<file path="src/rtl/pipe_buf_pr_if.sv">
// Handshake bundle for pipe_buf_pr and the shared pipeline retain/clear control.
// Masters drive a buffer; slaves are the buffer itself.
interface pipeline_ctrl_ifc;
  logic retain;
  logic clear;

  modport in  (input  retain, input  clear);
  modport out (output retain, output clear);
endinterface

interface pipe_buf_pr_if #(
  parameter int DATA_W = 32,
  parameter int DEPTH  = 2
);
  localparam int CNT_W = $clog2(DEPTH + 1);

  logic              i_valid;
  logic              o_ready;
  logic [DATA_W-1:0] i_data;
  logic              o_valid;
  logic              i_ready;
  logic [DATA_W-1:0] o_data;
  logic [CNT_W-1:0]  count;

  modport master (
    output i_valid, i_data, i_ready,
    input  o_ready, o_valid, o_data, count
  );

  modport slave (
    input  i_valid, i_data, i_ready,
    output o_ready, o_valid, o_data, count
  );
endinterface

</file>
<file path="src/rtl/pipe_buf_pr.sv">
// Elastic DEPTH-entry pipeline register with valid/ready handshake and retain/clear control.
// Optional high-water-mark output enabled by defining PIPE_BUF_PR_HWM_EN.
module pipe_buf_pr #(
  parameter int DATA_W = 32,
  parameter int DEPTH  = 2
) (
  input  logic                       clk,
  input  logic                       n_rst,
  pipeline_ctrl_ifc.in               ctrl,
  pipe_buf_pr_if.slave               bus
`ifdef PIPE_BUF_PR_HWM_EN
  ,
  output logic [$clog2(DEPTH+1)-1:0] hwm
`endif
);

  localparam int PTR_W = (DEPTH > 1) ? $clog2(DEPTH) : 1;
  localparam int CNT_W = $clog2(DEPTH + 1);

  localparam logic [PTR_W-1:0] PTR_LAST = PTR_W'(DEPTH - 1);
  localparam logic [CNT_W-1:0] CNT_FULL = CNT_W'(DEPTH);

  logic [DATA_W-1:0] mem_q [DEPTH];
  logic [PTR_W-1:0]  rd_ptr_q, rd_ptr_d;
  logic [PTR_W-1:0]  wr_ptr_q, wr_ptr_d;
  logic [CNT_W-1:0]  count_q,  count_d;
  logic              push;
  logic              pop;

  // Explicit wrap so non-power-of-two depths never walk past the last entry.
  function automatic logic [PTR_W-1:0] ptr_inc(input logic [PTR_W-1:0] ptr);
    return (ptr == PTR_LAST) ? '0 : ptr + PTR_W'(1);
  endfunction

  assign bus.o_ready = (count_q != CNT_FULL) & ~ctrl.retain;
  assign bus.o_valid = (count_q != '0);
  assign bus.o_data  = mem_q[rd_ptr_q];
  assign bus.count   = count_q;

  assign push = bus.i_valid & bus.o_ready;
  assign pop  = bus.o_valid & bus.i_ready & ~ctrl.retain;

  always_comb begin
    // NOTE: every next-state signal gets a default first so no path infers a latch.
    rd_ptr_d = rd_ptr_q;
    wr_ptr_d = wr_ptr_q;
    count_d  = count_q;
    if (ctrl.clear) begin
      rd_ptr_d = '0;
      wr_ptr_d = '0;
      count_d  = '0;
    end else begin
      if (push) wr_ptr_d = ptr_inc(wr_ptr_q);
      if (pop)  rd_ptr_d = ptr_inc(rd_ptr_q);
      unique case ({push, pop})
        2'b10:   count_d = count_q + CNT_W'(1);
        2'b01:   count_d = count_q - CNT_W'(1);
        default: count_d = count_q;
      endcase
    end
  end

  always_ff @(posedge clk) begin
    // NOTE: sequential state uses non-blocking assignments so all registers update together.
    if (!n_rst) begin
      rd_ptr_q <= '0;
      wr_ptr_q <= '0;
      count_q  <= '0;
    end else begin
      rd_ptr_q <= rd_ptr_d;
      wr_ptr_q <= wr_ptr_d;
      count_q  <= count_d;
    end
  end

  // Clear only rewinds the pointers; payload storage is left untouched.
  always_ff @(posedge clk) begin
    if (!n_rst) begin
      // NOTE: storage is reset on purpose so o_data reads 0 after reset, not stale payload.
      for (int i = 0; i < DEPTH; i++) mem_q[i] <= '0;
    end else if (push && !ctrl.clear) begin
      mem_q[wr_ptr_q] <= bus.i_data;
    end
  end

`ifdef PIPE_BUF_PR_HWM_EN
  logic [CNT_W-1:0] hwm_q;

  // Tracks registered occupancy, so it trails count by one cycle and ignores clear.
  always_ff @(posedge clk) begin
    if (!n_rst) begin
      hwm_q <= '0;
    end else if (count_q > hwm_q) begin
      hwm_q <= count_q;
    end
  end

  assign hwm = hwm_q;
`endif

endmodule

</file>
<file path="src/flat_wrapper.sv">
// flat-port wrapper written by rule: the top's interface ports become plain ports
module pipe_buf_pr_flat 
#(
  parameter int DATA_W = 32,
  parameter int DEPTH  = 2
)
  (clk, n_rst, ctrl_retain, ctrl_clear, bus_i_valid, bus_i_data, bus_i_ready, bus_o_ready, bus_o_valid, bus_o_data, bus_count);
  pipeline_ctrl_ifc ctrl_i ();
  pipe_buf_pr_if #(.DATA_W(DATA_W), .DEPTH(DEPTH)) bus_i ();
  input  logic clk;
  input  logic n_rst;
  input wire logic [$bits(ctrl_i.retain)-1:0] ctrl_retain;
  input wire logic [$bits(ctrl_i.clear)-1:0] ctrl_clear;
  input wire logic [$bits(bus_i.i_valid)-1:0] bus_i_valid;
  input wire logic [$bits(bus_i.i_data)-1:0] bus_i_data;
  input wire logic [$bits(bus_i.i_ready)-1:0] bus_i_ready;
  output wire logic [$bits(bus_i.o_ready)-1:0] bus_o_ready;
  output wire logic [$bits(bus_i.o_valid)-1:0] bus_o_valid;
  output wire logic [$bits(bus_i.o_data)-1:0] bus_o_data;
  output wire logic [$bits(bus_i.count)-1:0] bus_count;
  assign ctrl_i.retain = ctrl_retain;
  assign ctrl_i.clear = ctrl_clear;
  assign bus_i.i_valid = bus_i_valid;
  assign bus_i.i_data = bus_i_data;
  assign bus_i.i_ready = bus_i_ready;
  assign bus_o_ready = bus_i.o_ready;
  assign bus_o_valid = bus_i.o_valid;
  assign bus_o_data = bus_i.o_data;
  assign bus_count = bus_i.count;
  pipe_buf_pr #(.DATA_W(DATA_W), .DEPTH(DEPTH)) u_core (.clk(clk), .n_rst(n_rst), .ctrl(ctrl_i), .bus(bus_i));
endmodule
</file>
<file path="config.mk">
export PLATFORM = sky130hd
export DESIGN_NAME = pipe_buf_pr_flat
export DESIGN_NICKNAME = d
export VERILOG_FILES = /design/src/rtl/pipe_buf_pr_if.sv /design/src/rtl/pipe_buf_pr.sv /design/src/flat_wrapper.sv
export SDC_FILE = /design/constraint.sdc
export NUM_CORES = 1
export LEC_CHECK = 0
export ABC_AREA = 1
export BUFFER_PORTS_ARGS = -buffer_cell sky130_fd_sc_hd__buf_2
export CAP_MARGIN = 20
export CORE_MARGIN = 3
export CORE_UTILIZATION = 33
export CTS_CLUSTER_DIAMETER = 40
export DETAILED_ROUTE_END_ITERATION = 6
export GPL_ROUTABILITY_DRIVEN = 0
export PLACE_DENSITY_LB_ADDON = 0.05
export REMOVE_ABC_BUFFERS = 1
export SETUP_SLACK_MARGIN = 0.15
export SYNTH_ARGS = -nofsm -noshare
export SYNTH_HDL_FRONTEND = slang
export SYNTH_SLANG_ARGS = --single-unit
</file>
<file path="constraint.sdc">
create_clock -name clk -period 4.8 [get_ports clk]
set_input_delay 0.48 -clock clk [delete_from_list [all_inputs] [get_ports clk]]
set_output_delay 0.48 -clock clk [all_outputs]
set_load 0.005 [all_outputs]
</file>
==> flow_metrics.py, run 1 <==
metrics = {
    "route": {
        "num_vias": 2024,
        "drc": 0,
        "drtPass1Iterations": 5,
        "post_drt_wl_per_cell_um": 14.24,
        "wirelength_mm": 6.450,
        "ant_nets": 0,
        "drt_iter0_drc": 34,
        "viasPerCell": 4.468,
    },
    "sta": {
        "hold_viol": 0,
        "fin_tns_setup_ns": 0,
        "fin_crit_ns": 2.448,
        "max-slew-margin-rel": 0.4448,
        "setup_viol": 0,
        "rsz0062_at_grt": "no",
        "min_period_over_period": 0.5100,
        "finalMaxSlewViolations": 0,
        "tightest_slew_ns": 0.8299,
        "fin_ws_ns": 2.352,
        "worst_hold_slack_ns": 0.4559,
        "fmax_mhz": 408.5,
        "clock_skew_ns": 0.007681,
    },
    "critical_path": {
        "endpoint": "u_core.mem_q[0][7]$_SDFFCE_PN0P_",
        "cp_max_fo": 32,
        "rrSetupSlack_ns": 2.35,
        "crit_arrival_ns": 2.40,
        "critPathMaxStageDelay_ns": 0.61,
        "startpoint_type": "flop",
        "crit_buf_inv": 1,
        "required_ns": 4.75,
        "reg2reg_from": "u_core.bus.count[0]$_SDFFE_PP0P_",
        "cp_top_family": "simple AND/OR/NAND/NOR gates",
        "end_kind": "flop",
        "startpoint": "u_core.bus.count[0]$_SDFFE_PP0P_",
        "cp.depth": 5,
        "worstSetupPathType": "reg -> reg",
        "path_cells": "inv_2, nand2_1, nand3_2, or2_1, nand2_2",
        "timing.rr.end": "u_core.mem_q[0][7]$_SDFFCE_PN0P_",
        "reg2reg_depth": 5,
        "slowest_stage": "nand2_2",
    },
    "worst_hold_path": {
        "hold_class": "in -> reg",
    },
    "placed_design": {
        "portBuffers": 73,
        "dpl.hpwl_mm": 4.029,
        "pre_cts_slack_ns": 2.147,
        "dp.cells": 438,
        "dpl_cell_area_sq_um": 3667,
    },
    "global_routing": {
        "busiest_layer": "met2",
        "antenna_found_initial": 0,
        "use_met1": 0.1621,
        "gr-usage-all-layers": 0.1219,
        "grt_first_pass_wirelength_mm": 10.41,
        "grt_max_degree": 46,
        "grt_use_met3": 0.02694,
        "grt_use_met2": 0.1894,
        "grt_pass1_vias": 2117,
        "grt-ovfl-total": 0,
    },
    "yosys": {
        "yosysTopAreaCell": "edfxtp_1",
        "yosysWarnings": 0,
        "yosysSeqAreaShare": 0.6213,
        "yosysTopAreaCellShare": 0.5905,
        "ys_types": 23,
        "syn_inst": 252,
        "synth_area_leaders": "edfxtp_1 (59%), mux2_2 (10%), nor3_1 (6.8%)",
        "ys_seq_elements": 69,
        "synth_area_sq_um": 3254,
        "syn_avg_cell_area_sq_um": 12.91,
    },
    "cts": {
        "cts_resized": 0,
        "cts_hold_buf": 0,
        "cts.htree.levels": 3,
        "cts_root_buf": "clkbuf_8",
        "post_cts_buffers": 0,
        "cts_made_buffers": 9,
        "cts_tree": "yes",
        "clk_path_buf_depth": 2,
        "worstSkewPairLatency_ns": 0.33,
        "cts.sinks": 69,
        "path_clk_slew_ns": 0.07,
    },
    "flow_run": {
        "maxCapViolCount": 0,
    },
    "die": {
        "die_h_um": 105.3,
        "start_util": 0.3456,
        "dieArea_sq_um": 11090,
        "io_pins": 74,
        "fp.dieW_um": 105.3,
        "core-area_sq_um": 9415,
        "rows": 35,
    },
    "cells_and_area": {
        "nFillCells": 945,
        "instances_no_fill": 453,
        "fin_util": 0.4077,
        "drive_above_1_share": 0.4444,
        "n_antenna_cell": 0,
        "syn2layout_area_growth_pct": 17.95,
        "fin_area_sq_um": 3839,
        "final_nets": 360,
    },
    "pwr": {
        "p_per_area_nw_per_um2": 302.8,
        "p_leak_nw": 1.551,
        "ir_drop_mv": 0.1239,
        "total_power_mw": 1.162,
    },
    "status": {
        "run_status": "completed",
    },
}
[power by group]
group / leakage, nW / switching [mW] / internal, mW
clock network: 0.0749 / 0.198 / 0.174
registers: 0.710 / 0.00678 / 0.680
logic: 0.766 / 0.0626 / 0.0414
[worst min-delay path by stage]
stage,start,endpoint,slack [ns],depth (start not counted)
finish,ctrl_clear,u_core.bus.count[1]$_SDFFE_PP0P_,0.46,4
global route,ctrl_clear,u_core.bus.count[1]$_SDFFE_PP0P_,0.45,4
CTS,ctrl_clear,u_core.bus.count[1]$_SDFFE_PP0P_,0.44,4
detailed placement,u_core.wr_ptr_q$_SDFFE_PP0N_,u_core.wr_ptr_q$_SDFFE_PP0N_,0.52,2
global placement,u_core.wr_ptr_q$_SDFFE_PP0N_,u_core.wr_ptr_q$_SDFFE_PP0N_,0.52,2
floorplan,u_core.rd_ptr_q$_SDFFE_PP0P_,flop,0.47,2
[routing by layer]
layer	share of wire	routed length, um	up-vias
li1	-	-	1017
met1	0.47	3026	941
met5	0	0	-
met3	0.057	365	9
met2	0.46	2943	57
met4	0.018	115	0
[cells in the mapped netlist, drive strengths merged]
cell / n
nand4: 2
nand2: 12
a21oi: 3
o21ai: 2
nor2: 8
mux2: 32
inv: 39
buf: 16
ha: 1
or2: 1
edfxtp: 64
dfxtp: 5
nand3: 2
nor3: 64
clkbuf: 1
[logic make-up after synthesis]
logic type	count (synthesis)	share of synthesized area
and+or+nand+nor	89	0.1696
muxes	32	0.1107
DFF	69	0.6213
AOI/OAI and AO/OA	5	0.007688
adders and majority gates	1	0.003844
buffers and inverters	56	0.08689
[tightest hold or removal path, stage by stage]
cell     delay [ns]
buf_2          0.10
nor2_4         0.06
nand2_1        0.07
nor2_1         0.04
[cell usage in the layout (no fill, tap or decap), drive strengths merged]
| cell type | instances |
|---|---|
| buf | 75 |
| edfxtp | 64 |
| nor3 | 64 |
| inv | 39 |
| mux2 | 32 |
| nand2 | 12 |
| clkbuf | 9 |
| nor2 | 8 |
| clkinv | 5 |
| dfxtp | 5 |
| a21oi | 3 |
| nand4 | 2 |
| nand3 | 2 |
| o21ai | 2 |
| or2 | 1 |
| ha | 1 |
[registers in the layout (all words and copies together), names as in the netlist, named ones only]
name	cells
u_core.mem_q	64
u_core.bus.count	2
u_core.rd_ptr_q	1
u_core.wr_ptr_q	1
[cell type report]
type,count,area (sq um),share of cell area
clock buffer,9,123.9,0.03227
clock inverter,5,20.02,0.005215
inverter,39,146.4,0.03814
multi-input combinational,127,963.4,0.2510
sequential,69,2023,0.5271
tap,129,161.4,0.04205
timing repair buffer,75,400.4,0.1043
Note: power is estimated with default switching activity, not from simulation.
==> inputs of run 2 (changes only) <==
==> constraint.sdc (replaced) <==
create_clock -name clk -period 2.25 [get_ports clk]
set_input_delay 0.225 -clock clk [delete_from_list [all_inputs] [get_ports clk]]
set_output_delay 0.225 -clock clk [all_outputs]
set_load 0.005 [all_outputs]
==> run 2 against run 1 <==
Against the previous run: sequential power grew 110%; largest power group unchanged; first-iteration DRC count up 110%; largest cell class unchanged; highest routed layer unchanged; core utilization up 1.3 points; worst setup slack got worse by 2.0 ns; flip-flop and latch count did not move; routed wire length is 7.4% higher.
==> flow_metrics.py, run 2 (synthesized netlist as in run 1, its figures left out) <==
metrics = {
    "status": {
        "run_status": "completed",
    },
    "sta": {
        "fmax_mhz": 533.0,
        "worst_hold_slack_ns": 0.1844,
        "fin_tns_setup_ns": 0,
        "clock_skew_ns": 0.008861,
        "min_period_over_period": 0.8338,
        "fin_crit_ns": 1.876,
        "setup_viol": 0,
        "max-slew-margin-rel": 0.6507,
        "finalMaxSlewViolations": 0,
        "tightest_slew_ns": 0.5239,
        "rsz0062_at_grt": "no",
        "hold_viol": 0,
    },
    "cells_and_area": {
        "nFillCells": 961,
        "largest_reg_flops": 64,
        "multi_input_area_sq_um": 963.4,
        "final_common_cell": "buf_2",
        "instances_no_fill": 461,
        "n_antenna_cell": 0,
        "drive_above_1_share": 0.4669,
        "final_nets": 366,
        "regMostFlops": "u_core.mem_q",
        "syn2layout_area_growth_pct": 21.68,
        "seq_area_sq_um": 2023,
        "layout_common_cells": "buf_2 (73), edfxtp_1 (64), nor3_1 (44)",
    },
    "placed_design": {
        "dpl.hpwl_mm": 4.320,
        "dp.cells": 445,
        "portBuffers": 73,
    },
    "critical_path": {
        "path_cells": "buf_12, mux2_1, buf_2",
        "reg2reg_depth": 6,
        "cp_max_fo": 19,
        "critPathMaxStageDelay_ns": 0.58,
        "rrSetupSlack_ns": 0.67,
        "crit_arrival_ns": 1.65,
        "timing.rr.end": "u_core.mem_q[0][8]$_SDFFCE_PN0P_",
        "required_ns": 2.03,
        "startpoint_type": "flop",
        "worstSetupPathType": "reg -> out",
        "end_kind": "primary output",
        "reg2reg_from": "u_core.bus.count[0]$_SDFFE_PP0P_",
        "slowest_stage": "dfxtp_2",
    },
    "route": {
        "highest_layer": "met4",
        "viasPerCell": 4.538,
        "drt_iter0_drc": 71,
        "wirelength_mm": 6.925,
        "wl_met2_mm": 3.125,
        "drtPass1Iterations": 4,
        "drc": 0,
        "wl_met3_um": 343,
        "drt-met1-wl_mm": 3.348,
        "post_drt_wl_per_cell_um": 15.02,
        "num_vias": 2092,
        "ant_nets": 0,
    },
    "global_routing": {
        "antenna_found_initial": 0,
        "grt_max_degree": 38,
        "grt-ovfl-total": 0,
        "grt_pass1_vias": 2182,
        "grt_first_pass_wirelength_mm": 11.12,
        "gr-usage-all-layers": 0.1302,
    },
    "cts": {
        "post_cts_buffers": 0,
        "cts_made_buffers": 9,
        "cts.htree.levels": 3,
        "cts.sinks": 69,
        "cts_hold_buf": 0,
        "clk_path_buf_depth": 2,
        "cts_tree": "yes",
        "cts_resized": 0,
        "worstSkewPairLatency_ns": 0.33,
        "cts_root_buf": "clkbuf_8",
        "path_clk_slew_ns": 0.07,
    },
    "die": {
        "start_util": 0.3456,
        "die_h_um": 105.3,
        "fp.dieW_um": 105.3,
        "rows": 35,
        "io_pins": 74,
        "core-area_sq_um": 9415,
        "dieArea_sq_um": 11090,
    },
    "pwr": {
        "total_power_mw": 2.793,
        "p_leak_nw": 1.614,
        "ir_drop_mv": 0.3347,
        "p_per_area_nw_per_um2": 705.3,
    },
    "worst_hold_path": {
        "hold_depth": 4,
        "hold_end": "u_core.bus.count[1]$_SDFFE_PP0P_",
        "min_from": "ctrl_clear",
        "hold_class": "in -> reg",
    },
    "flow_run": {
        "maxCapViolCount": 0,
    },
}
[run 2: cell count changes in the layout (fill, tap and decap cells not counted), sizes merged]
| cell | previous run | this run |
|---|---|---|
| buf | 75 | 81 |
| bufinv | 0 | 2 |
| clkbuf | 9 | 10 |
| clkinv | 5 | 4 |
[run 2: critical path, delay by kind of cell, from the launching register on]
family	cells	cell delay, ns
mux	1	0.36
buf+inv	2	0.37
flops	1	0.58
[run 2: cell type report]
type,count,share of cell area
inverters,39,0.03697
clock buffers,10,0.03223
flip-flops and latches,69,0.5109
clock inverters,6,0.02212
repair buffers,81,0.1137
multi-input cells,127,0.2433
well taps,129,0.04076
[run 2: stage by stage]
stage                     worst slack (ns)  area (sq um)    util
after floorplan                     -2.208          3118       -
after global placement              0.6846          3745  0.3977
after detailed placement            0.6635          3745  0.3977
after CTS                           0.3400          3960  0.4206
after global routing                0.2935          3960  0.4206
final                               0.3740          3960  0.4206
[run 2: worst max-delay path by stage]
| stage | slack, ns | start | end |
|---|---|---|---|
| floorplan | -2.21 | u_core.bus.count[0]$_SDFFE_PP0P_ | u_core.mem_q[1][0]$_SDFFCE_PN0P_ |
| CTS | 0.34 | flop | bus_o_data[18] |
| global route | 0.29 | flop | bus_o_data[18] |
| global placement | 0.68 | u_core.bus.count[0]$_SDFFE_PP0P_ | u_core.mem_q[0][16]$_SDFFCE_PN0P_ |
| detailed placement | 0.66 | u_core.bus.count[0]$_SDFFE_PP0P_ | u_core.mem_q[0][16]$_SDFFCE_PN0P_ |
| finish | 0.37 | flop | bus_o_data[14] |
[run 2: per-layer routing]
layer / vias to the layer above / GRT usage
li1: 1034 / -
met1: 1000 / 0.1729
met2: 48 / 0.2067
met3: 10 / 0.02756
met4: 0 / 0.05342
met5: - / 0
[run 2: power breakdown]
group | internal (mW) | total [mW] | switching, mW
Sequential | 1.45 | 1.46 | 0.0145
Clock | 0.625 | 1.10 | 0.473
Combinational | 0.0933 | 0.233 | 0.140
==> inputs of run 3 (changes only) <==
--- a/config.mk
+++ b/config.mk
@@ -5,7 +5,7 @@
 export SDC_FILE = /design/constraint.sdc
 export NUM_CORES = 1
 export LEC_CHECK = 0
-export ABC_AREA = 1
+export ABC_AREA = 0
 export BUFFER_PORTS_ARGS = -buffer_cell sky130_fd_sc_hd__buf_2
 export CAP_MARGIN = 20
 export CORE_MARGIN = 3
==> constraint.sdc (replaced) <==
create_clock -name clk -period 1.6 [get_ports clk]
set_input_delay 0.16 -clock clk [delete_from_list [all_inputs] [get_ports clk]]
set_output_delay 0.16 -clock clk [all_outputs]
set_load 0.005 [all_outputs]
==> run 3 against run 2 <==
Against the previous run: via count is 3.0% lower; worst hold slack worse by 0.049 ns; die area is 5.4% lower; sequential share of layout area is 5.9 points lower; register-to-register slack worse by 0.63 ns; clock power is 5% higher; cell count is 10% lower; first-iteration DRC count is 42% lower; clock skew is 0.0033 ns lower; largest cell class unchanged; largest power group unchanged.
==> flow_metrics.py, run 3 <==
metrics = {
    "global_routing": {
        "grt_pass1_vias": 2140,
        "gr-usage-all-layers": 0.1416,
        "grt_max_degree": 34,
        "antenna_found_initial": 0,
        "grt-ovfl-total": 0,
        "grt_first_pass_wirelength_mm": 11.03,
    },
    "cells_and_area": {
        "n_antenna_cell": 0,
        "final_nets": 342,
        "drive_above_1_share": 0.5392,
        "syn2layout_area_growth_pct": 46.23,
        "seq_area_sq_um": 2028,
        "largest_reg_flops": 64,
        "nFillCells": 772,
        "fin_util": 0.5044,
        "final_common_cell": "edfxtp_1",
        "fin_area_sq_um": 4484,
        "multi_input_area_sq_um": 1099,
        "regMostFlops": "u_core.mem_q",
        "layout_common_cells": "edfxtp_1 (64), and3_1 (56), buf_2 (41)",
    },
    "sta": {
        "tightest_slew_ns": 0.3262,
        "clock_skew_ns": 0.005516,
        "max-slew-margin-rel": 0.7825,
        "finalMaxSlewViolations": 0,
        "setup_viol": 0,
        "worst_hold_slack_ns": 0.1355,
        "rsz0062_at_grt": "yes",
        "fin_crit_ns": 1.583,
        "min_period_over_period": 0.9893,
        "fin_tns_setup_ns": 0,
        "fmax_mhz": 631.8,
        "hold_viol": 0,
    },
    "worst_hold_path": {
        "hold_depth": 2,
        "min_from": "bus_i_data[14]",
        "hold_end": "u_core.mem_q[1][14]$_SDFFCE_PN0P_",
        "hold_class": "in -> reg",
    },
    "die": {
        "fp.dieW_um": 102.4,
        "dieArea_sq_um": 10490,
        "io_pins": 74,
        "core-area_sq_um": 8891,
        "rows": 34,
        "die_h_um": 102.4,
        "start_util": 0.3449,
    },
    "pwr": {
        "p_per_area_nw_per_um2": 823.5,
        "ir_drop_mv": 0.3348,
        "p_leak_nw": 2.051,
        "total_power_mw": 3.693,
    },
    "critical_path": {
        "timing.rr.end": "u_core.mem_q[1][4]$_SDFFCE_PN0P_",
        "crit_arrival_ns": 1.42,
        "startpoint_type": "flop",
        "worstSetupPathType": "reg -> out",
        "reg2reg_depth": 5,
        "cp_max_fo": 6,
        "end_kind": "primary output",
        "reg2reg_from": "u_core.bus.count[1]$_SDFFE_PP0P_",
        "required_ns": 1.44,
        "rrSetupSlack_ns": 0.04,
    },
    "yosys": {
        "yosysSeqAreaShare": 0.6593,
        "syn_avg_cell_area_sq_um": 14.74,
        "synthFlopType": "edfxtp_1",
        "synthTopCellsByCount": "edfxtp_1 (64), and3_1 (57), mux2_2 (31)",
        "ys_seq_elements": 69,
        "yosysTopAreaCell": "edfxtp_1",
        "syn_inst": 208,
        "yosysWarnings": 0,
        "synth_area_sq_um": 3067,
        "synth_edf_count": 64,
        "synthArstFlopShare": 0,
        "ys_types": 23,
        "yosysMostFrequentCell": "edfxtp_1",
        "yosysTopAreaCellShare": 0.6267,
        "synth_area_leaders": "edfxtp_1 (63%), and3_1 (12%), mux2_2 (11%)",
    },
    "cts": {
        "cts_tree": "yes",
        "clk_path_buf_depth": 2,
        "cts.htree.levels": 3,
        "cts_hold_buf": 0,
        "path_clk_slew_ns": 0.07,
        "cts_root_buf": "clkbuf_8",
        "cts.sinks": 69,
        "worstSkewPairLatency_ns": 0.33,
        "cts_made_buffers": 9,
    },
    "route": {
        "viasPerCell": 4.903,
        "drc": 0,
        "drtPass1Iterations": 4,
        "num_vias": 2030,
        "drt_iter0_drc": 41,
        "ant_nets": 0,
        "post_drt_wl_per_cell_um": 18.15,
        "wirelength_mm": 7.514,
    },
    "flow_run": {
        "maxCapViolCount": 0,
    },
    "placed_design": {
        "dpl_cell_area_sq_um": 3649,
        "dpl.hpwl_mm": 4.253,
        "portBuffers": 73,
    },
    "status": {
        "run_status": "completed",
    },
}
[run 3: cell types whose count changed in the layout (fill, tap and decap cells not counted), sizes merged, moves of 6 or more]
cell,previous run,this run
nor3,64,0
inv,39,3
clkbuf,10,16
and3,0,64
nand2,12,0
buf,81,95
[run 3: what timing repair did]
| item | CTS | global route |
|---|---|---|
| setup endpoints to repair | 133 | 151 |
| cloned | 3 | 6 |
| resized for setup | 72 | 23 |
| buffers inserted | 3 | 0 |
| pin swaps | 2 | 1 |
[run 3: power breakdown]
group	internal, mW	switching (mW)
registers	2.04	0.0231
logic	0.287	0.194
clock network	0.530	0.619
total	2.86	0.836
[run 3: cell families after synthesis]
logic type,synth area share
multiplexers,0.1212
AND/OR/NAND/NOR,0.1603
flip-flops,0.6593
AO/OA/AOI/OAI,0.01469
buffers and inverters,0.03468
adder cells (fa/ha/maj),0.004079
XOR/XNOR,0.005713
[run 3: final cells by class]
cell class | count | share of cell area
well taps | 108 | 0.03013
inverters | 3 | 0.002511
repair buffers | 101 | 0.2377
clock inverters | 4 | 0.003906
flip-flops and latches | 69 | 0.4523
clock buffers | 10 | 0.02846
multi-input cells | 119 | 0.2450
[run 3: worst max-delay path by stage]
stage                                startpoint                          endpoint  slack [ns]  cells after the start
3_5_place_dp   u_core.bus.count[0]$_SDFFE_PP0P_  u_core.bus.count[1]$_SDFFE_PP0P_       -0.04                      6
6_report                                   flop                    bus_o_data[29]        0.02                      3
4_1_cts                                    flop                     bus_o_data[5]       0.002                      3
2_1_floorplan  u_core.bus.count[0]$_SDFFE_PP0P_  u_core.mem_q[0][0]$_SDFFCE_PN0P_       -0.83                      3
5_1_grt        u_core.bus.count[1]$_SDFFE_PP0P_  u_core.bus.count[1]$_SDFFE_PP0P_       -0.07                      7
3_3_place_gp   u_core.bus.count[0]$_SDFFE_PP0P_  u_core.bus.count[1]$_SDFFE_PP0P_        0.01                      6
[run 3: metal layers]
| metal | global-route usage | share of wire |
|---|---|---|
| met5 | 0 | 0 |
| met2 | 0.2284 | 0.47 |
| met4 | 0.06256 | 0.021 |
| met1 | 0.1857 | 0.47 |
| met3 | 0.02730 | 0.039 |
[run 3: worst max-delay path, cell delays in order, from the launching register on]
cell       delay [ns]
dfxtp_4          0.47
clkbuf_16        0.19
mux2_4           0.31
buf_6            0.12
[run 3: through the flow]
step | worst slack (ns) | instances
5_1_grt | -0.07454 | 414
2_1_floorplan | -0.8257 | 191
3_5_place_dp | -0.03546 | 388
3_3_place_gp | 0.01254 | 388
4_1_cts | 0.002257 | 408
6_report | 0.01710 | 414
